### config.mk
export PLATFORM = sky130hd
export DESIGN_NAME = playlist_controller
export DESIGN_NICKNAME = d
export VERILOG_FILES = /design/src/rtl/playlist_pkg.sv /design/src/rtl/gap_timer.sv /design/src/rtl/playlist_controller.sv
export SDC_FILE = /design/constraint.sdc
export NUM_CORES = 1
export LEC_CHECK = 0
export ABC_AREA = 1
export BUFFER_PORTS_ARGS = -buffer_cell sky130_fd_sc_hd__buf_2
export CORE_ASPECT_RATIO = 1.25
export CORE_MARGIN = 3
export CORE_UTILIZATION = 30
export DETAILED_ROUTE_END_ITERATION = 16
export HOLD_SLACK_MARGIN = 0.1
export SLEW_MARGIN = 25
export SYNTH_ARGS = -nofsm -noshare
export SYNTH_HDL_FRONTEND = slang
export SYNTH_SLANG_ARGS = --single-unit
### constraint.sdc
create_clock -name clk -period 3.3 [get_ports clk]
set_input_delay 0.33 -clock clk [delete_from_list [all_inputs] [get_ports clk]]
set_output_delay 0.33 -clock clk [all_outputs]
set_load 0.01 [all_outputs]
### src/rtl/playlist_pkg.sv
// Shared encodings for the playlist controller: FSM states and song-select width.
package playlist_pkg;

  localparam int SONG_W = 2;

  typedef enum logic [2:0] {
    STOPPED = 3'd0,
    LOAD    = 3'd1,
    PLAY    = 3'd2,
    PAUSE   = 3'd3,
    GAP     = 3'd4
  } state_e;

endpackage

### src/rtl/gap_timer.sv
// Loadable down-counter that times the silent gap between songs; holds at zero.
module gap_timer #(
  parameter int GAP_W = 24
) (
  input  logic             clk,
  input  logic             rst_n,
  input  logic             load,
  input  logic             en,
  input  logic [GAP_W-1:0] load_val,
  output logic             zero
);

  logic [GAP_W-1:0] count;

  always_ff @(posedge clk or negedge rst_n) begin
    if (!rst_n) begin
      count <= '0;
    end else if (load) begin
      count <= load_val;
    end else if (en && count != '0) begin
      count <= count - 1'b1;
    end
  end

  assign zero = (count == '0);

endmodule

### src/rtl/playlist_controller.sv
// Playlist sequencer between button conditioning and the song reader.
// Build option: define PLAYLIST_REPEAT_EN to loop back to song 0 after the last song.
module playlist_controller
  import playlist_pkg::*;
#(
  parameter int               NUM_SONGS  = 4,
  parameter int               GAP_W      = 24,
  parameter logic [GAP_W-1:0] GAP_CYCLES = 24'd1_000_000
) (
  input  logic              clk,
  input  logic              reset,
  input  logic              play_button,
  input  logic              next_button,
  input  logic              prev_button,
  input  logic              song_done,
  output logic [SONG_W-1:0] song,
  output logic              play,
  output logic              reader_clear,
  output logic              playing
);

  localparam logic [SONG_W-1:0] LAST_SONG = SONG_W'(NUM_SONGS - 1);
  localparam logic [GAP_W-1:0]  GAP_LOAD  = GAP_CYCLES - 1'b1;

  state_e            state;
  state_e            state_nxt;
  logic [SONG_W-1:0] song_nxt;
  logic              song_done_p0;
  logic              song_done_p1;
  logic              done_edge;
  logic              gap_load;
  logic              gap_en;
  logic              gap_zero;

  function automatic logic [SONG_W-1:0] song_advance(input logic [SONG_W-1:0] s);
    return (s == LAST_SONG) ? '0 : s + 1'b1;
  endfunction

  // Retreating from song 0 just restarts it.
  function automatic logic [SONG_W-1:0] song_retreat(input logic [SONG_W-1:0] s);
    return (s == '0) ? '0 : s - 1'b1;
  endfunction

  // Stage p0/p1: registered song_done and its delayed copy for edge detection
  always_ff @(posedge clk or negedge reset) begin
    if (!reset) begin
      song_done_p0 <= 1'b0;
      song_done_p1 <= 1'b0;
    end else begin
      song_done_p0 <= song_done;
      song_done_p1 <= song_done_p0;
    end
  end

  assign done_edge = song_done_p0 & ~song_done_p1;
  assign gap_en    = (state == GAP);

  gap_timer #(
    .GAP_W (GAP_W)
  ) u_gap_timer (
    .clk      (clk),
    .rst_n    (reset),
    .load     (gap_load),
    .en       (gap_en),
    .load_val (GAP_LOAD),
    .zero     (gap_zero)
  );

  always_comb begin
    state_nxt = state;
    song_nxt  = song;
    gap_load  = 1'b0;
    case (state)
      STOPPED: begin
        if (play_button) state_nxt = LOAD;
      end
      LOAD: begin
        state_nxt = PLAY;
      end
      PLAY: begin
        if (play_button) begin
          state_nxt = PAUSE;
        end else if (next_button) begin
          song_nxt  = song_advance(song);
          state_nxt = LOAD;
        end else if (prev_button) begin
          song_nxt  = song_retreat(song);
          state_nxt = LOAD;
        end else if (done_edge) begin
          gap_load  = 1'b1;
          state_nxt = GAP;
        end
      end
      PAUSE: begin
        if (play_button) begin
          state_nxt = PLAY;
        end else if (next_button) begin
          song_nxt  = song_advance(song);
          state_nxt = LOAD;
        end else if (prev_button) begin
          song_nxt  = song_retreat(song);
          state_nxt = LOAD;
        end
      end
      GAP: begin
        if (play_button) begin
          state_nxt = STOPPED;
        end else if (next_button) begin
          song_nxt  = song_advance(song);
          state_nxt = LOAD;
        end else if (prev_button) begin
          song_nxt  = song_retreat(song);
          state_nxt = LOAD;
        end else if (gap_zero) begin
          if (song == LAST_SONG) begin
            song_nxt  = '0;
`ifdef PLAYLIST_REPEAT_EN
            state_nxt = LOAD;
`else
            state_nxt = STOPPED;
`endif
          end else begin
            song_nxt  = song + 1'b1;
            state_nxt = LOAD;
          end
        end
      end
      default: begin
        state_nxt = STOPPED;
      end
    endcase
  end

  // Outputs are decoded from the next state so they align with the state register
  always_ff @(posedge clk or negedge reset) begin
    if (!reset) begin
      state        <= STOPPED;
      song         <= '0;
      play         <= 1'b0;
      playing      <= 1'b0;
      reader_clear <= 1'b0;
    end else begin
      state        <= state_nxt;
      song         <= song_nxt;
      play         <= (state_nxt == PLAY);
      playing      <= (state_nxt == PLAY);
      reader_clear <= (state_nxt == LOAD);
    end
  end

endmodule

==> impl_metrics.env, run 1 <==
export IMPL_post_cts_buffers=0
export IMPL_vias=1747
export IMPL_die_w_um=79.79
export IMPL_avgSynthCellArea_um2=7.563
export IMPL_synth_edf_count=0
export IMPL_area_growth_pct=10.66
export IMPL_comb_power_share_pct=31.2
export IMPL_layout_commonest_cell="nand2_1"
export IMPL_ys_warn_count=0
export IMPL_ys_flop_type="dfrtp_1"
export IMPL_cts_resized_gates=0
export IMPL_max_slew_worst_pin_slew_ns=0.7430
export IMPL_final_cell_mix="nand2_1, nor2_1, dfrtp_1"
export IMPL_ctsHoldBuffers=0
export IMPL_grt_max_degree=34
export IMPL_insertion_delay_ns=0.29
export IMPL_postRouteAntennaNets=0
export IMPL_ys_ff_latch=33
export IMPL_p_per_area_nw_per_um2=634.1
export IMPL_clkSinkCount=33
export IMPL_synth_top_cell_area_share_pct=40.44
export IMPL_num_rows=33
export IMPL_relSlewSlack_pct=50.47
export IMPL_post_route_period_util_pct=59.04
export IMPL_grt_pass1_vias=1706
export IMPL_wl_mm=4.489
export IMPL_grt_use_total_pct=12.99
export IMPL_start_util_pct=31.10
export IMPL_syn_cell_area_um2=2042
export IMPL_maxCapViolCount=0
export IMPL_syn_inst=270
export IMPL_drc=0
export IMPL_nets=294
export IMPL_crit_type="flip-flop to flip-flop"
export IMPL_setup_violations_final=0
export IMPL_yosysUniqueCellTypes=33
export IMPL_hold_viol_final=0
export IMPL_fin_setup_tns_ns=0
export IMPL_finalClockSkew_ns=0.005542
export IMPL_dr_pass1_iters=4
export IMPL_dieArea_um2=7839
export IMPL_layout_cells_non_filler=371
export IMPL_p_seq_share_pct=47.1
export IMPL_numCtsBuffers=5
export IMPL_netSwitchingPower_uw=546.4
export IMPL_drv_slew=0
export IMPL_yosysTopAreaCell="dfrtp_1"
export IMPL_io_buffers=10
export IMPL_initialDrtViolationCount=117
export IMPL_htree_levels=2
export IMPL_hold_class="input pin to async pin"
export IMPL_cts_path_max_buffers=2
export IMPL_synth_area_leaders="dfrtp_1, nand2_1, nor2_1"
export IMPL_fin_crit_ns=1.948
export IMPL_async_flop_share_pct=100.0
export IMPL_grt_ovfl_total=0
export IMPL_critPathArrivalTime_ns=2.12
export IMPL_hpwl_mm=3.383
export IMPL_viasPerCell=4.709
export IMPL_dp_cells=364
export IMPL_rsz0062_at_grt="false"
export IMPL_die_y_um=98.24
export IMPL_post_place_ws_ns=1.288
export IMPL_swShare_pct=38.13
export IMPL_yosysSeqAreaShare_pct=40.44
export IMPL_p_leak_nw=0.9598
export IMPL_clock_fmax_mhz=513.3
export IMPL_status="finished, final reports clean"
export IMPL_ir_worst_vdd_mv=0.2489
export IMPL_p_int_uw=886.5
export IMPL_synth_net_count=280
export IMPL_wl_per_cell_um=12.10
export IMPL_diodes=0
export IMPL_setup_slack_ns=1.352
export IMPL_antenna_found_initial=0
export IMPL_crit_path_max_fanout=17
export IMPL_clk_pin_slew_ns=0.07
export IMPL_fill_cells=699
export IMPL_crit_required_ns=3.48
export IMPL_end_kind="flip-flop"
export IMPL_cts_tree="built"
export IMPL_clockPowerShare_pct=21.8
export IMPL_io_pins=11
export IMPL_routabilityCongestion=0.9141
export IMPL_grt_first_pass_wirelength_mm=8.045
export IMPL_core_um2=6565
export IMPL_drive_gt1_share_pct=11.27
export IMPL_cts_root_buf="clkbuf_8"
export IMPL_holdWs_ns=0.1048
export IMPL_crit_path_start_kind="flip-flop"
## critical path: stages (launching register included)
cell     delay [ns]
dfrtp_1        0.38
inv_1          0.12
ha_1           0.23
nand2_1        0.12
nor2_4         0.17
nand3_2        0.10
nand2_4        0.19
inv_4          0.12
nor2_8         0.20
inv_6          0.06
o21ai_1        0.07
o21ai_1        0.07
## synthesized netlist by cell type (all sizes together) (3+ instances only)
cell type	n
nand4	3
nand2	63
o211ai	4
ha	4
a21oi	11
o21ai	23
nand3b	3
xor2	12
dfrtp	33
nand3	12
nor3	3
inv	29
nor2	54
buf	4
o31ai	8
## per-layer routing
layer	up-vias	part of all wire [%]	routed length, um	track usage (%)
met5	-	0	0	0
met4	0	1.8	79	4.291
met3	6	2.5	114	2.491
met2	19	50	2246	21.99
met1	816	46	2049	16.49
li1	906	-	-	-
## power groups by stage
stage / registers [mW] / clock network, mW / logic (mW)
after detailed placement: 0.680 / 0 / 0.451
after floorplan: 0.651 / 0 / 0.346
final: 0.674 / 0.312 / 0.447
after CTS: 0.674 / 0.322 / 0.454
after global routing: 0.698 / 0.341 / 0.523
after global placement: 0.678 / 0 / 0.445
## flip-flops by register name, indices dropped and copies added, names as in the netlist
register / count
u_gap_timer.count: 24
song_done_p1: 1
playing: 1
song: 2
song_done_p0: 1
state: 3
reader_clear: 1
## cell families (layout without fill, tap and decap cells)
family                   after synthesis  after routing  synth area share [%]
AND/OR/NAND/NOR                      139            139                 30.64
AO/OA/AOI/OAI                         48             48                 13.48
flip-flops                            33             33                 40.44
buffers and inverters                 33             47                 7.414
XOR/XNOR                              13             13                 5.576
adder cells (fa/ha/maj)                4              4                 2.451
## layout make-up
type	count	area (um2)	area share [%]
clock buffer	7	86.33	3.821
sequential	33	825.8	36.54
timing repair buffer	11	57.56	2.547
multi-input combinational	204	1065	47.12
tap	87	108.9	4.817
inverter	29	116.4	5.150
## worst paths after layout
kind / endpoint / slack, ns / cells past startpoint / start
min in group clk: song_done_p0 / 0.15 / 1 / song_done
hold / removal: u_gap_timer.count[15] / 0.10 / 1 / reset
setup reg to reg: u_gap_timer.count[17] / 1.35 / 11 / u_gap_timer.count[0]
setup / recovery: u_gap_timer.count[17] / 1.35 / 11 / u_gap_timer.count[0]
max in group asynchronous: u_gap_timer.count[5] / 2.71 / 1 / reset
hold reg to reg: song_done_p1 / 0.38 / 0 / song_done_p0
## per-stage QoR
step           total power, mW  utilization (%)  cell area (um2)
3_3_place_gp             1.123            33.10             2173
4_1_cts                  1.450            34.42             2260
6_report                 1.433            34.42             2260
2_1_floorplan           0.9968                -             2042
3_5_place_dp             1.131            33.10             2173
5_1_grt                  1.561            34.42             2260
(Power assumes the default switching activity.)
==> run 2, diff against run 1 <==
--- a/config.mk
+++ b/config.mk
@@ -5,7 +5,7 @@
 export SDC_FILE = /design/constraint.sdc
 export NUM_CORES = 1
 export LEC_CHECK = 0
-export ABC_AREA = 1
+export ABC_AREA = 0
 export BUFFER_PORTS_ARGS = -buffer_cell sky130_fd_sc_hd__buf_2
 export CORE_ASPECT_RATIO = 1.25
 export CORE_MARGIN = 3
==> constraint.sdc (replaced) <==
create_clock -name clk -period 1.8 [get_ports clk]
set_input_delay 0.18 -clock clk [delete_from_list [all_inputs] [get_ports clk]]
set_output_delay 0.18 -clock clk [all_outputs]
set_load 0.01 [all_outputs]
==> run 2 against run 1 <==
The run now ends with negative setup slack left. Wire length decreased by 3.3%. Clock skew fell by 0.0024 ns. Power increased by 110%. Maximum frequency shrank 16%. Combinational power grew to 2.6 times the previous value. Flip-flop and latch count is the same. Synthesized cell count shrank 31%. Global-route usage increased by 0.80 points. Critical path depth shrank 2. Setup slack worse by 1.9 ns. Critical endpoint unchanged.
==> impl_metrics.env, run 2 <==
export IMPL_syn_cell_area_um2=1820
export IMPL_hpwl_mm=3.030
export IMPL_dieArea_um2=7045
export IMPL_drive_gt1_share_pct=39.84
export IMPL_layout_commonest_cell="buf_4"
export IMPL_status="finished with violations"
export IMPL_yosysUniqueCellTypes=42
export IMPL_hold_viol_final=0
export IMPL_cts_path_max_buffers=2
export IMPL_post_route_period_util_pct=129.5
export IMPL_fin_setup_tns_ns=-13.11
export IMPL_synth_area_leaders="dfrtp_1, or4_1, mux2i_1"
export IMPL_ys_ff_latch=33
export IMPL_top_register="u_gap_timer.count"
export IMPL_num_rows=31
export IMPL_wl_mm=4.339
export IMPL_antenna_found_initial=0
export IMPL_drc=0
export IMPL_vias=1646
export IMPL_grt_max_degree=34
export IMPL_finalClockSkew_ns=0.003173
export IMPL_die_w_um=75.68
export IMPL_nets=255
export IMPL_rsz0062_at_grt="true"
export IMPL_htree_levels=2
export IMPL_synth_edf_count=0
export IMPL_area_growth_pct=43.51
export IMPL_initialDrtViolationCount=90
export IMPL_end_kind="flip-flop"
export IMPL_die_y_um=93.10
export IMPL_final_seq_area_um2=825.8
export IMPL_hold_class="input pin to flip-flop"
export IMPL_max_slew_worst_pin_slew_ns=0.7262
export IMPL_use_met3_pct=1.613
export IMPL_final_cell_mix="buf_4, dfrtp_1, nand2_1"
export IMPL_cts_root_buf="clkbuf_8"
export IMPL_dr_pass1_iters=4
export IMPL_synth_most_common_cell="dfrtp_1"
export IMPL_use_met1_pct=17.76
export IMPL_multi_input_area_um2=1084
export IMPL_relSlewSlack_pct=51.58
export IMPL_setup_violations_final=29
export IMPL_ys_warn_count=0
export IMPL_biggestRegsByFlops="u_gap_timer.count x24, state x3, song x2"
export IMPL_synth_common_cells="dfrtp_1, nand2_1, nor3_1"
export IMPL_io_buffers=10
export IMPL_fin_util_pct=44.90
export IMPL_yosysTopAreaCell="dfrtp_1"
export IMPL_clock_fmax_mhz=429.0
export IMPL_fin_crit_ns=2.331
export IMPL_drv_slew=0
export IMPL_io_pins=11
export IMPL_synth_top_cell_area_share_pct=45.36
export IMPL_critPathArrivalTime_ns=2.49
export IMPL_crit_required_ns=1.96
export IMPL_ys_flop_type="dfrtp_1"
export IMPL_routabilityCongestion=0.8186
export IMPL_core_um2=5818
export IMPL_ir_worst_vdd_mv=0.9149
export IMPL_clkSinkCount=33
export IMPL_yosysSeqAreaShare_pct=45.36
export IMPL_diodes=0
export IMPL_grt_use_total_pct=13.79
export IMPL_syn_inst=187
export IMPL_maxCapViolCount=0
export IMPL_grt_busiest_layer="met2"
export IMPL_insertion_delay_ns=0.28
export IMPL_grt_ovfl_total=0
export IMPL_p_per_area_nw_per_um2=1151
export IMPL_setup_slack_ns=-0.5310
export IMPL_fill_cells=551
export IMPL_start_util_pct=31.29
export IMPL_wl_per_cell_um=13.91
export IMPL_crit_type="flip-flop to flip-flop"
export IMPL_crit_path_start_kind="flip-flop"
export IMPL_grt_util_met2_pct=22.69
export IMPL_violations="negative setup slack"
export IMPL_holdWs_ns=0.2514
export IMPL_largest_register_ffs=24
export IMPL_numCtsBuffers=5
export IMPL_grt_pass1_vias=1615
export IMPL_avgSynthCellArea_um2=9.735
export IMPL_p_leak_nw=1.035
export IMPL_crit_path_max_fanout=8
export IMPL_cts_tree="built"
export IMPL_postRouteAntennaNets=0
export IMPL_async_flop_share_pct=100.0
export IMPL_synth_net_count=197
export IMPL_viasPerCell=5.276
export IMPL_grt_first_pass_wirelength_mm=7.472
export IMPL_clk_pin_slew_ns=0.07
==> run 2: routing by layer <==
layer	wire (um)	share of wire (%)	vias up
met2	2269	52	16
met1	1945	45	797
met3	52	1.2	5
met4	72	1.7	0
li1	-	-	828
met5	0	0	-
==> run 2: final cells by class <==
| type | count | area share (%) |
|---|---|---|
| timing repair buffer | 60 | 18.44 |
| tap | 66 | 3.161 |
| inverter | 6 | 0.8621 |
| clock buffer | 7 | 3.305 |
| clock inverter | 1 | 1.149 |
| sequential | 33 | 31.61 |
| multi-input combinational | 139 | 41.48 |
==> run 2: worst max-delay path, stage by stage (launching register included) <==
cell	delay [ns]
dfrtp_1	0.39
inv_2	0.08
ha_4	0.12
or4b_4	0.45
or4_4	0.49
buf_8	0.17
o211ai_1	0.15
buf_4	0.18
or4_4	0.12
nand3_2	0.05
==> run 2: report_power, final <==
part           switching (mW)  internal [mW]  total [mW]
combinational           0.570          0.578        1.15
clock                   0.260          0.451       0.711
sequential              0.175          0.974        1.15
total                    1.01           2.00        3.01
==> run 2: what timing repair did <==
item	CTS	global route
endpoints found under the setup margin	29	29
pin swaps	5	10
endpoints found under the hold margin	34	0
buffers inserted	3	4
gates resized for setup	13	27
hold buffers	2	0
==> run 2: cell families after synthesis <==
| kind of cell | share of synthesized area, % |
|---|---|
| adders and majority gates | 2.749 |
| xor gates and xnor gates | 2.406 |
| and+or+nand+nor | 25.71 |
| muxes | 4.467 |
| buffers and inverters | 4.192 |
| DFF | 45.36 |
| AOI/OAI and AO/OA | 15.12 |
==> run 2: stage by stage <==
step	cells	setup WS [ns]	power (mW)	instance area, um2
floorplan	187	-0.8378	1.727	1866
global placement	295	-0.5889	2.159	2258
detailed placement	295	-0.6551	2.186	2258
CTS	308	-0.5557	2.952	2465
global route	312	-0.6354	3.252	2613
finish	312	-0.5310	3.008	2613
==> run 2: final timing paths <==
path / from / endpoint / slack (ns) / cells past startpoint
max: u_gap_timer.count[1] / u_gap_timer.count[17] / -0.53 / 9
min: next_button / state[2] / 0.25 / 3
max reg2reg: u_gap_timer.count[1] / u_gap_timer.count[17] / -0.53 / 9
min reg2reg: song_done_p0 / song_done_p1 / 0.37 / 0
max in group asynchronous: reset / u_gap_timer.count[7] / 0.83 / 2
min in group asynchronous: reset / song_done_p1 / 0.50 / 2
